--- config.mk ---
export PLATFORM = sky130hd
export DESIGN_NAME = apb_master
export DESIGN_NICKNAME = d
export VERILOG_FILES = /design/src/rtl/apb_master.sv
export SDC_FILE = /design/constraint.sdc
export NUM_CORES = 1
export LEC_CHECK = 0
export CAP_MARGIN = 20
export CORE_ASPECT_RATIO = 1.2
export CORE_UTILIZATION = 50
export DETAILED_ROUTE_END_ITERATION = 8
export DONT_BUFFER_PORTS = 1
export SETUP_SLACK_MARGIN = 0.05
export SYNTH_ARGS = -nofsm -noshare
export SYNTH_HDL_FRONTEND = slang
export SYNTH_SLANG_ARGS = --single-unit
export TNS_END_PERCENT = 100
--- constraint.sdc ---
create_clock -name PCLK -period 3.2 [get_ports PCLK]
set_clock_uncertainty 0.05 [all_clocks]
set_input_delay 0.96 -clock PCLK [delete_from_list [all_inputs] [get_ports PCLK]]
set_output_delay 0.96 -clock PCLK [all_outputs]
set_load 0.01 [all_outputs]
--- src/rtl/apb_master.sv ---
// APB4 requester: turns single-beat local commands into APB SETUP/ACCESS transfers.
// Target slave is decoded from cmd_addr[SEL_LSB +: SEL_BITS]; out-of-range indices
// answer immediately with an error and never touch the bus.
// Optional feature: define APB_TIMEOUT_EN to abort ACCESS after TIMEOUT_CYCLES wait cycles.
module apb_master #(
    parameter int unsigned ADDR_WIDTH     = 32,
    parameter int unsigned DATA_WIDTH     = 32,
    parameter int unsigned STROBE_WIDTH   = DATA_WIDTH / 8,
    parameter int unsigned PROT_WIDTH     = 3,
    parameter int unsigned NUM_SLAVES     = 2,
    parameter int unsigned SEL_LSB        = 12,
    parameter int unsigned SEL_BITS       = 1,
    parameter int unsigned TIMEOUT_CYCLES = 16
) (
    input  logic                    PCLK,
    input  logic                    PRESET,
    // Local command port
    input  logic                    cmd_valid,
    output logic                    cmd_ready,
    input  logic                    cmd_write,
    input  logic [ADDR_WIDTH-1:0]   cmd_addr,
    input  logic [DATA_WIDTH-1:0]   cmd_wdata,
    input  logic [STROBE_WIDTH-1:0] cmd_strb,
    input  logic [PROT_WIDTH-1:0]   cmd_prot,
    // Local response port
    output logic                    rsp_valid,
    output logic [DATA_WIDTH-1:0]   rsp_rdata,
    output logic                    rsp_err,
    // APB bus
    output logic [NUM_SLAVES-1:0]   PSEL,
    output logic                    PENABLE,
    output logic                    PWRITE,
    output logic [ADDR_WIDTH-1:0]   PADDR,
    output logic [DATA_WIDTH-1:0]   PWDATA,
    output logic [STROBE_WIDTH-1:0] PSTRB,
    output logic [PROT_WIDTH-1:0]   PPROT,
    input  logic                    PREADY,
    input  logic                    PSLVERR,
    input  logic [DATA_WIDTH-1:0]   PRDATA
);

    typedef enum logic [1:0] {StIdle, StSetup, StAccess} state_e;

    state_e                  state_q, state_d;
    logic [NUM_SLAVES-1:0]   psel_q, psel_d;
    logic                    penable_q, penable_d;
    logic                    pwrite_q, pwrite_d;
    logic [ADDR_WIDTH-1:0]   paddr_q, paddr_d;
    logic [DATA_WIDTH-1:0]   pwdata_q, pwdata_d;
    logic [STROBE_WIDTH-1:0] pstrb_q, pstrb_d;
    logic [PROT_WIDTH-1:0]   pprot_q, pprot_d;
    logic                    rsp_valid_q, rsp_valid_d;
    logic [DATA_WIDTH-1:0]   rsp_rdata_q, rsp_rdata_d;
    logic                    rsp_err_q, rsp_err_d;

    logic [SEL_BITS-1:0]     sel_idx;
    logic                    sel_ok;
    logic [NUM_SLAVES-1:0]   psel_dec;

`ifdef APB_TIMEOUT_EN
    localparam int unsigned CntW = $clog2(TIMEOUT_CYCLES + 1);
    logic [CntW-1:0] tmo_q, tmo_d;
`else
    // TIMEOUT_CYCLES only matters when the timeout counter is built.
    logic unused_timeout;
    assign unused_timeout = (TIMEOUT_CYCLES != 0);
`endif

    assign sel_idx   = cmd_addr[SEL_LSB +: SEL_BITS];
    assign sel_ok    = 32'(sel_idx) < NUM_SLAVES;
    assign cmd_ready = (state_q == StIdle) && !PRESET;

    // One-hot slave select decoded from the address index field.
    always_comb begin
        psel_dec = '0;
        for (int unsigned i = 0; i < NUM_SLAVES; i++) begin
            psel_dec[i] = (32'(sel_idx) == i);
        end
    end

    // Next-state and next-output logic for the SETUP/ACCESS sequencer.
    always_comb begin
        state_d     = state_q;
        psel_d      = psel_q;
        penable_d   = penable_q;
        pwrite_d    = pwrite_q;
        paddr_d     = paddr_q;
        pwdata_d    = pwdata_q;
        pstrb_d     = pstrb_q;
        pprot_d     = pprot_q;
        rsp_valid_d = 1'b0;
        rsp_rdata_d = '0;
        rsp_err_d   = 1'b0;
`ifdef APB_TIMEOUT_EN
        tmo_d       = tmo_q;
`endif
        unique case (state_q)
            StIdle: begin
                if (cmd_valid && cmd_ready) begin
                    if (sel_ok) begin
                        paddr_d   = cmd_addr;
                        pwrite_d  = cmd_write;
                        // Reads never expose stale write data or strobes on the bus.
                        pwdata_d  = cmd_write ? cmd_wdata : '0;
                        pstrb_d   = cmd_write ? cmd_strb : '0;
                        pprot_d   = cmd_prot;
                        psel_d    = psel_dec;
                        penable_d = 1'b0;
                        state_d   = StSetup;
                    end else begin
                        rsp_valid_d = 1'b1;
                        rsp_err_d   = 1'b1;
                    end
                end
            end
            StSetup: begin
                penable_d = 1'b1;
                state_d   = StAccess;
`ifdef APB_TIMEOUT_EN
                tmo_d     = '0;
`endif
            end
            StAccess: begin
                if (PREADY) begin
                    psel_d      = '0;
                    penable_d   = 1'b0;
                    state_d     = StIdle;
                    rsp_valid_d = 1'b1;
                    rsp_err_d   = PSLVERR;
                    rsp_rdata_d = (!pwrite_q && !PSLVERR) ? PRDATA : '0;
                end
`ifdef APB_TIMEOUT_EN
                // This is the last permitted wait cycle: abort the transfer.
                else if (tmo_q == CntW'(TIMEOUT_CYCLES - 1)) begin
                    psel_d      = '0;
                    penable_d   = 1'b0;
                    state_d     = StIdle;
                    rsp_valid_d = 1'b1;
                    rsp_err_d   = 1'b1;
                end else begin
                    tmo_d = tmo_q + 1'b1;
                end
`endif
            end
            default: state_d = StIdle;
        endcase
    end

    // State and registered outputs; synchronous reset clears everything.
    always_ff @(posedge PCLK) begin
        if (PRESET) begin
            state_q     <= StIdle;
            psel_q      <= '0;
            penable_q   <= 1'b0;
            pwrite_q    <= 1'b0;
            paddr_q     <= '0;
            pwdata_q    <= '0;
            pstrb_q     <= '0;
            pprot_q     <= '0;
            rsp_valid_q <= 1'b0;
            rsp_rdata_q <= '0;
            rsp_err_q   <= 1'b0;
`ifdef APB_TIMEOUT_EN
            tmo_q       <= '0;
`endif
        end else begin
            state_q     <= state_d;
            psel_q      <= psel_d;
            penable_q   <= penable_d;
            pwrite_q    <= pwrite_d;
            paddr_q     <= paddr_d;
            pwdata_q    <= pwdata_d;
            pstrb_q     <= pstrb_d;
            pprot_q     <= pprot_d;
            rsp_valid_q <= rsp_valid_d;
            rsp_rdata_q <= rsp_rdata_d;
            rsp_err_q   <= rsp_err_d;
`ifdef APB_TIMEOUT_EN
            tmo_q       <= tmo_d;
`endif
        end
    end

    assign PSEL      = psel_q;
    assign PENABLE   = penable_q;
    assign PWRITE    = pwrite_q;
    assign PADDR     = paddr_q;
    assign PWDATA    = pwdata_q;
    assign PSTRB     = pstrb_q;
    assign PPROT     = pprot_q;
    assign rsp_valid = rsp_valid_q;
    assign rsp_rdata = rsp_rdata_q;
    assign rsp_err   = rsp_err_q;

endmodule

After elaboration in Yosys (flattened, before gate mapping)
Index checks and enable logic that the tools add are counted.
{"block": "word_totals", "ff_bits": 111, "elab_cells": 46, "out_inout_bits": 110}
{"block": "classes", "n_reduce_logical": 16, "bitwise_logic": 4, "n_mux": 11, "n_eq_ne": 4}
{"operator": "$mux 32", "n": 1}
{"operator": "$mux 2", "n": 3}
{"operator": "$pmux 2 s3", "n": 1}
{"operator": "$reduce_and 3->1", "n": 2}
{"operator": "$mux 4", "n": 1}
{"operator": "$not 1->1", "n": 4}
{"operator": "$pmux 2 s2", "n": 1}
{"operator": "$reduce_and 2->1", "n": 2}
{"operator": "$reduce_or 4->1", "n": 1}
{"operator": "$logic_and 1x1->1", "n": 3}
{"operator": "$logic_not 1->1", "n": 3}
{"operator": "$mux 1", "n": 3}
{"operator": "$pmux 1 s3", "n": 1}
{"operator": "$reduce_bool 3->1", "n": 1}
{"operator": "$reduce_or 3->1", "n": 1}
{"operator": "$eq 2x1->1 const B", "n": 1}
{"operator": "$eq 2x2->1 const B", "n": 1}
{"operator": "$logic_not 2->1", "n": 1}
{"operator": "$ne 2x1->1 const B", "n": 1}
{"operator": "$ne 2x2->1 const B", "n": 1}
{"operator": "$reduce_bool 2->1", "n": 1}
{"operator": "$reduce_or 2->1", "n": 1}

Longest topological paths before layout
Gate-level depths: netlist of run 1.
{"block": "depth", "word_depth": 5, "depth_mapped": 6}

Worst setup path before layout of run 1
OpenSTA, ideal clock, no wires.
{"block": "synth_path", "path_kind": "input port to output port", "startpoint": "input PRESET", "endpoint": "output cmd_ready", "n_path_buf": 2, "cell_stages": 3, "slack_ns": 0.635, "required_ns": 2.190, "t_arrival_ns": 1.555, "path_cell_list": "clkbuf_1 > clkbuf_1 > nor3_1"}
{"block": "synth_via", "elab_chain_len": 2}
{"element": "from (decl)", "line": "16", "text": "input logic PRESET,"}
{"element": "$logic_not 1->1", "line": "71", "text": "assign cmd_ready = (state_q == StIdle) && !PRESET;"}
{"element": "$logic_and 1x1->1", "line": "71"}
{"element": "to (decl)", "line": "19", "text": "output logic cmd_ready,"}
Every way passes these cells.

Worst setup path in the final report of run 1
Ends and elaborated chain as after synthesis.

==> results of run 1 <==
## sequential cells by signal, indices dropped and copies added, names as in the netlist
register   count
PADDR         32
PENABLE        1
PPROT          3
PSEL           2
PSTRB          4
PWDATA        32
PWRITE         1
rsp_err        1
rsp_rdata     32
rsp_valid      1
state_q        2
## routing by layer
metal  global-route usage [%]  up-vias  routed length (microns)
met5                        0        -                        0
met4                     14.3        0                      284
met3                     8.53       22                      957
met2                     30.4      151                     3700
met1                     21.7     1175                     2980
li1                         -     1295                        -
## layout make-up
class | count | area [sq um]
Clock buffer | 9 | 124
Clock inverter | 7 | 63.8
Fill cell | 659 | 3160
Inverter | 2 | 12.5
Multi-Input combinational cell | 266 | 1270
Sequential cell | 111 | 2220
Tap cell | 87 | 109
Timing Repair Buffer | 2 | 15.0
## cell usage after synthesis
cell / number
sky130_fd_sc_hd__buf_2: 10
sky130_fd_sc_hd__nand2b_1: 1
sky130_fd_sc_hd__buf_6: 5
sky130_fd_sc_hd__and4bb_2: 1
sky130_fd_sc_hd__nor3_1: 1
sky130_fd_sc_hd__nor2b_1: 2
sky130_fd_sc_hd__and2_1: 33
sky130_fd_sc_hd__inv_1: 1
sky130_fd_sc_hd__dfxtp_1: 111
sky130_fd_sc_hd__o21bai_1: 1
sky130_fd_sc_hd__or4b_4: 1
sky130_fd_sc_hd__buf_4: 3
sky130_fd_sc_hd__clkinv_4: 1
sky130_fd_sc_hd__nor3b_2: 1
sky130_fd_sc_hd__o21ai_0: 3
sky130_fd_sc_hd__nand2_1: 109
sky130_fd_sc_hd__o32ai_1: 1
sky130_fd_sc_hd__nor2_1: 2
sky130_fd_sc_hd__a21oi_1: 73
sky130_fd_sc_hd__mux2i_1: 1
sky130_fd_sc_hd__clkbuf_1: 13
sky130_fd_sc_hd__nand3_1: 36
## logic make-up after synthesis
| logic type | synth area share [%] |
|---|---|
| mux | 0.272 |
| buf+inv | 5.16 |
| flops | 60.3 |
| simple gates | 23.5 |
| compound gates | 10.8 |
## power breakdown
part           leakage (uW)  internal, uW  switching, uW
clock             0.0000952           301            487
sequential         0.000900          1420           47.5
combinational      0.000349          32.9           59.4
total               0.00134          1760            594
## per-stage QoR
stage	util [%]	hold slack, ps	area, sq um	std cells
6_report	54.7	448	3820	484
3_5_place_dp	52.0	435	3630	468
3_3_place_gp	52.0	431	3630	468
5_1_grt	54.7	470	3820	484
2_1_floorplan	-	426	3680	410
4_1_cts	54.7	449	3820	484
## path summary, 6_finish.rpt
path / start / cells past startpoint / slack (ps) / end
min reg2reg: PADDR[18] / 2 / 450 / PADDR[18]
min: PADDR[18] / 2 / 450 / PADDR[18]
max: PRESET / 1 / 900 / cmd_ready
max reg2reg: state_q[1] / 4 / 1140 / PWDATA[8]
==> impl_metrics.xml, run 1 <==
<?xml version="1.0" encoding="UTF-8"?>
<metrics>
  <group name="run_status">
    <metric name="run_status" unit="">complete, no violations</metric>
  </group>
  <group name="timing">
    <metric name="worst-slew-pin-transition" unit="ps">531</metric>
    <metric name="min_period_over_period" unit="%">71.9</metric>
    <metric name="slew_headroom" unit="%">64.6</metric>
    <metric name="min_period" unit="ps">2300</metric>
    <metric name="pins_over_their_slew_limit" unit="">0</metric>
    <metric name="finalWorstSetupSlack" unit="ps">898</metric>
    <metric name="fmax" unit="MHz">434</metric>
    <metric name="hold_viol_final" unit="">0</metric>
    <metric name="tns" unit="ps">0</metric>
    <metric name="grt_setup_unrepaired" unit="">false</metric>
    <metric name="setup_viol" unit="">0</metric>
  </group>
  <group name="final_layout">
    <metric name="layout_commonest_cell" unit="">sky130_fd_sc_hd__dfxtp_1</metric>
    <metric name="layout.cells.most_common_list" unit="">sky130_fd_sc_hd__dfxtp_1, sky130_fd_sc_hd__nand2_1, sky130_fd_sc_hd__a21oi_1, sky130_fd_sc_hd__nand3_1, sky130_fd_sc_hd__and2_1</metric>
    <metric name="antenna_cells_inserted" unit="">0</metric>
    <metric name="area_delta_synth_final" unit="%">3.63</metric>
    <metric name="num-nets-final" unit="">501</metric>
    <metric name="drive_gt1_share" unit="%">5.54</metric>
  </group>
  <group name="setup_path">
    <metric name="critical_path.max_fanout" unit="">79</metric>
    <metric name="timing.critical_path.buf_inv" unit="">0</metric>
    <metric name="path_delay_family" unit="">simple AND/OR/NAND/NOR gates</metric>
    <metric name="cp.arrival" unit="ps">1290</metric>
    <metric name="cp.required" unit="ps">2190</metric>
    <metric name="critPathCaptureType" unit="">output port</metric>
    <metric name="timing.setup.critical_path_class" unit="">in2out</metric>
    <metric name="critPathMaxStageDelay" unit="ps">330</metric>
    <metric name="worstPathCellList" unit="">nor3_1</metric>
    <metric name="startpoint_type" unit="">input port</metric>
    <metric name="cpMaxStageDelayCell" unit="">sky130_fd_sc_hd__nor3_1</metric>
  </group>
  <group name="place">
    <metric name="dp.final_hpwl" unit="microns">5280</metric>
    <metric name="post-place-ws" unit="ps">645</metric>
    <metric name="port_buffers" unit="">0</metric>
    <metric name="finalWeightedCongestion" unit="">0.745</metric>
  </group>
  <group name="clocking">
    <metric name="ctsResizeCount" unit="">0</metric>
    <metric name="tritoncts_clock_tree" unit="">built</metric>
    <metric name="cts.clk_slew.worst_paths" unit="ps">90</metric>
    <metric name="clock_latency" unit="ps">360</metric>
    <metric name="numCtsBuffers" unit="">9</metric>
    <metric name="postCtsSetupRepairBufs" unit="">0</metric>
    <metric name="cts_hold_buf" unit="">0</metric>
    <metric name="clock_path_buffers" unit="">2</metric>
    <metric name="cts.root.buffer_cell" unit="">sky130_fd_sc_hd__clkbuf_8</metric>
    <metric name="clock_tree.htree_level_count" unit="">3</metric>
    <metric name="cts_sinks" unit="">111</metric>
  </group>
  <group name="global_route">
    <metric name="first_global_vias" unit="">2368</metric>
    <metric name="antenna_found_initial" unit="">0</metric>
    <metric name="groute.usage.overall" unit="%">19.8</metric>
    <metric name="grt_first_pass_wirelength" unit="microns">11400</metric>
    <metric name="residual_overflow_from_global_routing" unit="">0</metric>
    <metric name="grt_max_degree" unit="">80</metric>
  </group>
  <group name="routing">
    <metric name="initialDrtViolationCount" unit="">92</metric>
    <metric name="routed_wirelength" unit="microns">7930</metric>
    <metric name="drt_pass1_iterations" unit="">5</metric>
    <metric name="detail_route.vias_per_cell" unit="">5.46</metric>
    <metric name="routed_wire_length_per_instance" unit="microns">16.4</metric>
    <metric name="antenna_violating_nets_post_route" unit="">0</metric>
    <metric name="detailroute.via_count" unit="">2643</metric>
    <metric name="detail_route.drc_violations" unit="">0</metric>
  </group>
  <group name="worst_hold_path">
    <metric name="holdCritPathClass" unit="">reg2reg</metric>
  </group>
  <group name="power">
    <metric name="p_leak" unit="uW">0.00134</metric>
    <metric name="power-per-cell-area" unit="mW/mm^2">615</metric>
    <metric name="irDropWorstVdd" unit="mV">0.287</metric>
    <metric name="design_power_total" unit="uW">2350</metric>
  </group>
  <group name="floorplan">
    <metric name="fp.dieArea" unit="sq mm">0.00772</metric>
    <metric name="floorplan.die.width" unit="microns">80.4</metric>
    <metric name="initial_core_util" unit="%">52.8</metric>
    <metric name="floorplan.die.height" unit="microns">96.0</metric>
    <metric name="ios" unit="">219</metric>
    <metric name="core_region_area" unit="sq mm">0.00698</metric>
    <metric name="std_cell_rows" unit="">33</metric>
  </group>
  <group name="synth">
    <metric name="ys.warnings.count" unit="">0</metric>
    <metric name="syn_area_per_cell" unit="sq um">8.99</metric>
    <metric name="syn-cell-area" unit="sq mm">0.00368</metric>
    <metric name="synth_area_leaders" unit="">sky130_fd_sc_hd__dfxtp_1, sky130_fd_sc_hd__nand2_1, sky130_fd_sc_hd__a21oi_1</metric>
    <metric name="synth_seq_cells" unit="">111</metric>
    <metric name="synth_largest_type_area_fraction" unit="%">60.3</metric>
    <metric name="syn_nets" unit="">519</metric>
    <metric name="largest_area_contributor_in_the_netlist" unit="">sky130_fd_sc_hd__dfxtp_1</metric>
    <metric name="yosys.cell_types.count" unit="">22</metric>
    <metric name="synth-seq-area-share" unit="%">60.3</metric>
    <metric name="syn_inst" unit="">410</metric>
  </group>
  <group name="job">
    <metric name="count_of_maximum_capacitance_violations" unit="">0</metric>
  </group>
</metrics>
Power figures use the tool's default switching activity.
==> run 2, diff against run 1 <==
--- a/config.mk
+++ b/config.mk
@@ -10,6 +10,7 @@
 export CORE_UTILIZATION = 50
 export DETAILED_ROUTE_END_ITERATION = 8
 export DONT_BUFFER_PORTS = 1
+export PLACE_DENSITY = 0.68
 export SETUP_SLACK_MARGIN = 0.05
 export SYNTH_ARGS = -nofsm -noshare
 export SYNTH_HDL_FRONTEND = slang
==> constraint.sdc (replaced) <==
create_clock -name PCLK -period 2.1 [get_ports PCLK]
set_clock_uncertainty 0.05 [all_clocks]
set_input_delay 0.63 -clock PCLK [delete_from_list [all_inputs] [get_ports PCLK]]
set_output_delay 0.63 -clock PCLK [all_outputs]
set_load 0.01 [all_outputs]
==> run 2 against run 1 <==
  * Via count increased by 0.26%
  * Setup slack got worse by 590 ps
  * Wire length increased by 1.6%
  * Global-route usage decreased by 0.16 points
  * Register-to-register slack got worse by 750 ps
  * Die area unchanged
  * Critical endpoint unchanged
  * Sequential power increased by 52%
  * Power increased by 53%
  * Sequential cell count unchanged
  * Clock power increased by 51%
  * Critical path depth unchanged
  * Sequential share of layout area decreased by 0.68 points
  * Highest routed layer unchanged
==> impl_metrics.xml, run 2 (same netlist as run 1, synthesis figures left out) <==
<?xml version="1.0" encoding="UTF-8"?>
<metrics>
  <group name="clocking">
    <metric name="clock_path_buffers" unit="">2</metric>
    <metric name="cts.root.buffer_cell" unit="">sky130_fd_sc_hd__clkbuf_8</metric>
    <metric name="cts_sinks" unit="">111</metric>
    <metric name="numCtsBuffers" unit="">9</metric>
    <metric name="ctsResizeCount" unit="">0</metric>
    <metric name="clock_tree.htree_level_count" unit="">3</metric>
    <metric name="clock_latency" unit="ps">350</metric>
    <metric name="tritoncts_clock_tree" unit="">built</metric>
    <metric name="postCtsSetupRepairBufs" unit="">0</metric>
    <metric name="cts.clk_slew.worst_paths" unit="ps">110</metric>
    <metric name="cts_hold_buf" unit="">0</metric>
  </group>
  <group name="final_layout">
    <metric name="filler_cell_count" unit="">663</metric>
    <metric name="storage_element_area" unit="sq mm">0.00222</metric>
    <metric name="layout_commonest_cell" unit="">sky130_fd_sc_hd__dfxtp_1</metric>
    <metric name="num-nets-final" unit="">504</metric>
    <metric name="multi_input_comb_area" unit="sq mm">0.00127</metric>
    <metric name="layout.cells.most_common_list" unit="">sky130_fd_sc_hd__dfxtp_1, sky130_fd_sc_hd__nand2_1, sky130_fd_sc_hd__a21oi_1, sky130_fd_sc_hd__nand3_1, sky130_fd_sc_hd__and2_1</metric>
    <metric name="area_delta_synth_final" unit="%">4.86</metric>
    <metric name="antenna_cells_inserted" unit="">0</metric>
    <metric name="drive_gt1_share" unit="%">6.25</metric>
  </group>
  <group name="timing">
    <metric name="min_period_over_period" unit="%">85.3</metric>
    <metric name="hold_viol_final" unit="">0</metric>
    <metric name="worst-slew-pin-transition" unit="ps">396</metric>
    <metric name="finalWorstSetupSlack" unit="ps">309</metric>
    <metric name="fin_worst_hold_slack" unit="ps">287</metric>
    <metric name="setup_viol" unit="">0</metric>
    <metric name="slew_headroom" unit="%">73.4</metric>
    <metric name="min_period" unit="ps">1790</metric>
    <metric name="fmax" unit="MHz">558</metric>
    <metric name="pins_over_their_slew_limit" unit="">0</metric>
    <metric name="grt_setup_unrepaired" unit="">false</metric>
    <metric name="tns" unit="ps">0</metric>
  </group>
  <group name="global_route">
    <metric name="global_route.peak_usage_layer" unit="">met2</metric>
    <metric name="gr-usage-met1" unit="%">20.4</metric>
    <metric name="groute.usage.overall" unit="%">19.6</metric>
    <metric name="grt_first_pass_wirelength" unit="microns">11400</metric>
    <metric name="residual_overflow_from_global_routing" unit="">0</metric>
    <metric name="grt_util_met3" unit="%">9.19</metric>
    <metric name="grt_max_degree" unit="">80</metric>
    <metric name="first_global_vias" unit="">2372</metric>
    <metric name="antenna_found_initial" unit="">0</metric>
    <metric name="gr-usage-met2" unit="%">33.4</metric>
  </group>
  <group name="power">
    <metric name="p_leak" unit="uW">0.00136</metric>
    <metric name="power-per-cell-area" unit="mW/mm^2">927</metric>
    <metric name="irDropWorstVdd" unit="mV">0.487</metric>
    <metric name="design_power_total" unit="uW">3580</metric>
    <metric name="combPwrFrac" unit="%">4.3</metric>
    <metric name="power.sequential.fraction" unit="%">62.5</metric>
    <metric name="netSwitchingFraction" unit="%">25.1</metric>
    <metric name="p_clk_share" unit="%">33.2</metric>
    <metric name="internal_power" unit="uW">2690</metric>
    <metric name="power.switching" unit="uW">898</metric>
  </group>
  <group name="place">
    <metric name="port_buffers" unit="">0</metric>
    <metric name="dp.final_hpwl" unit="microns">5570</metric>
    <metric name="finalWeightedCongestion" unit="">0.717</metric>
    <metric name="post-place-ws" unit="ps">208</metric>
  </group>
  <group name="setup_path">
    <metric name="cpMaxStageDelayCell" unit="">sky130_fd_sc_hd__nor3_1</metric>
    <metric name="cp.required" unit="ps">1420</metric>
    <metric name="critPathCaptureType" unit="">output port</metric>
    <metric name="critical_path.max_fanout" unit="">7</metric>
    <metric name="timing.critical_path.buf_inv" unit="">0</metric>
    <metric name="timing.setup.critical_path_class" unit="">reg2out</metric>
    <metric name="critPathMaxStageDelay" unit="ps">390</metric>
    <metric name="source_of_the_critical_timing_path" unit="">state_q[1]</metric>
    <metric name="worstReg2RegStart" unit="">state_q[1]</metric>
    <metric name="r2r_setup_slack" unit="ps">390</metric>
    <metric name="cp.arrival" unit="ps">1110</metric>
    <metric name="path_delay_family" unit="">simple AND/OR/NAND/NOR gates</metric>
    <metric name="worstPathCellList" unit="">nor3_1</metric>
    <metric name="startpoint_type" unit="">register</metric>
  </group>
  <group name="floorplan">
    <metric name="core_region_area" unit="sq mm">0.00698</metric>
    <metric name="initial_core_util" unit="%">52.8</metric>
    <metric name="fp.dieArea" unit="sq mm">0.00772</metric>
    <metric name="ios" unit="">219</metric>
    <metric name="std_cell_rows" unit="">33</metric>
    <metric name="floorplan.die.width" unit="microns">80.4</metric>
    <metric name="floorplan.die.height" unit="microns">96.0</metric>
  </group>
  <group name="routing">
    <metric name="antenna_violating_nets_post_route" unit="">0</metric>
    <metric name="drt_pass1_iterations" unit="">5</metric>
    <metric name="initialDrtViolationCount" unit="">120</metric>
    <metric name="detailroute.via_count" unit="">2650</metric>
    <metric name="detail_route.vias_per_cell" unit="">5.44</metric>
    <metric name="routed_wire_length_per_instance" unit="microns">16.5</metric>
    <metric name="detail_route.drc_violations" unit="">0</metric>
    <metric name="routed_wirelength" unit="microns">8050</metric>
  </group>
  <group name="run_status">
    <metric name="run_status" unit="">complete, no violations</metric>
  </group>
  <group name="job">
    <metric name="count_of_maximum_capacitance_violations" unit="">0</metric>
  </group>
  <group name="worst_hold_path">
    <metric name="worst_hold_startpoint" unit="">PRESET</metric>
    <metric name="holdCritPathClass" unit="">in2reg</metric>
  </group>
</metrics>
## run 2: changes by cell type in the layout (fill, tap and decap cells not counted), sizes merged
cell and delta:
buf +3, clkinv -1, inv +1
## run 2: final cells by class
type / count / share of cell area (%)
Sequential cell: 111 / 57.5
Multi-Input combinational cell: 266 / 32.9
Clock buffer: 9 / 3.21
Tap cell: 87 / 2.82
Timing Repair Buffer: 5 / 1.62
Clock inverter: 7 / 1.59
Inverter: 2 / 0.324
## run 2: layer usage
layer  part of all wire, %  wire length [microns]
met5                     0                      0
met2                    50                   4050
met1                    36                   2930
met4                   1.7                    138
met3                    12                    937
## run 2: path summary, 6_finish.rpt
kind,endpoint,cells past startpoint
max,cmd_ready,1
min,PWDATA[22],1
max reg2reg,PWDATA[30],5
min reg2reg,PADDR[18],2
## run 2: power groups by stage
stage               Clock (uW)  Sequential (uW)  Combinational [uW]
global placement             0             2290                 148
detailed placement           0             2290                 154
CTS                       1220             2240                 154
finish                    1190             2240                 153
global route              1310             2250                 173
floorplan                    0             2270                 167
## run 2: worst register-to-register path, cell delays in order, from the launching register on
cell and delay, ps:
sky130_fd_sc_hd__dfxtp_1 380, sky130_fd_sc_hd__or4b_4 590, sky130_fd_sc_hd__clkinv_4 170, sky130_fd_sc_hd__buf_12 190, sky130_fd_sc_hd__nand3_1 110, sky130_fd_sc_hd__a21oi_1 170
## run 2: metrics by stage
stage | util, % | instance area, sq um | std cells
6_report | 55.4 | 3860 | 487
5_1_grt | 55.4 | 3860 | 487
4_1_cts | 55.4 | 3860 | 487
3_5_place_dp | 52.7 | 3680 | 471
3_3_place_gp | 52.7 | 3680 | 471
2_1_floorplan | - | 3680 | 410
==> run 3, diff against run 2 <==
--- a/config.mk
+++ b/config.mk
@@ -8,6 +8,7 @@
 export CAP_MARGIN = 20
 export CORE_ASPECT_RATIO = 1.2
 export CORE_UTILIZATION = 50
+export CTS_CLUSTER_SIZE = 40
 export DETAILED_ROUTE_END_ITERATION = 8
 export DONT_BUFFER_PORTS = 1
 export PLACE_DENSITY = 0.68
==> results of run 3 <==
No change in the layout: final DEF, timing and power equal those of run 2.
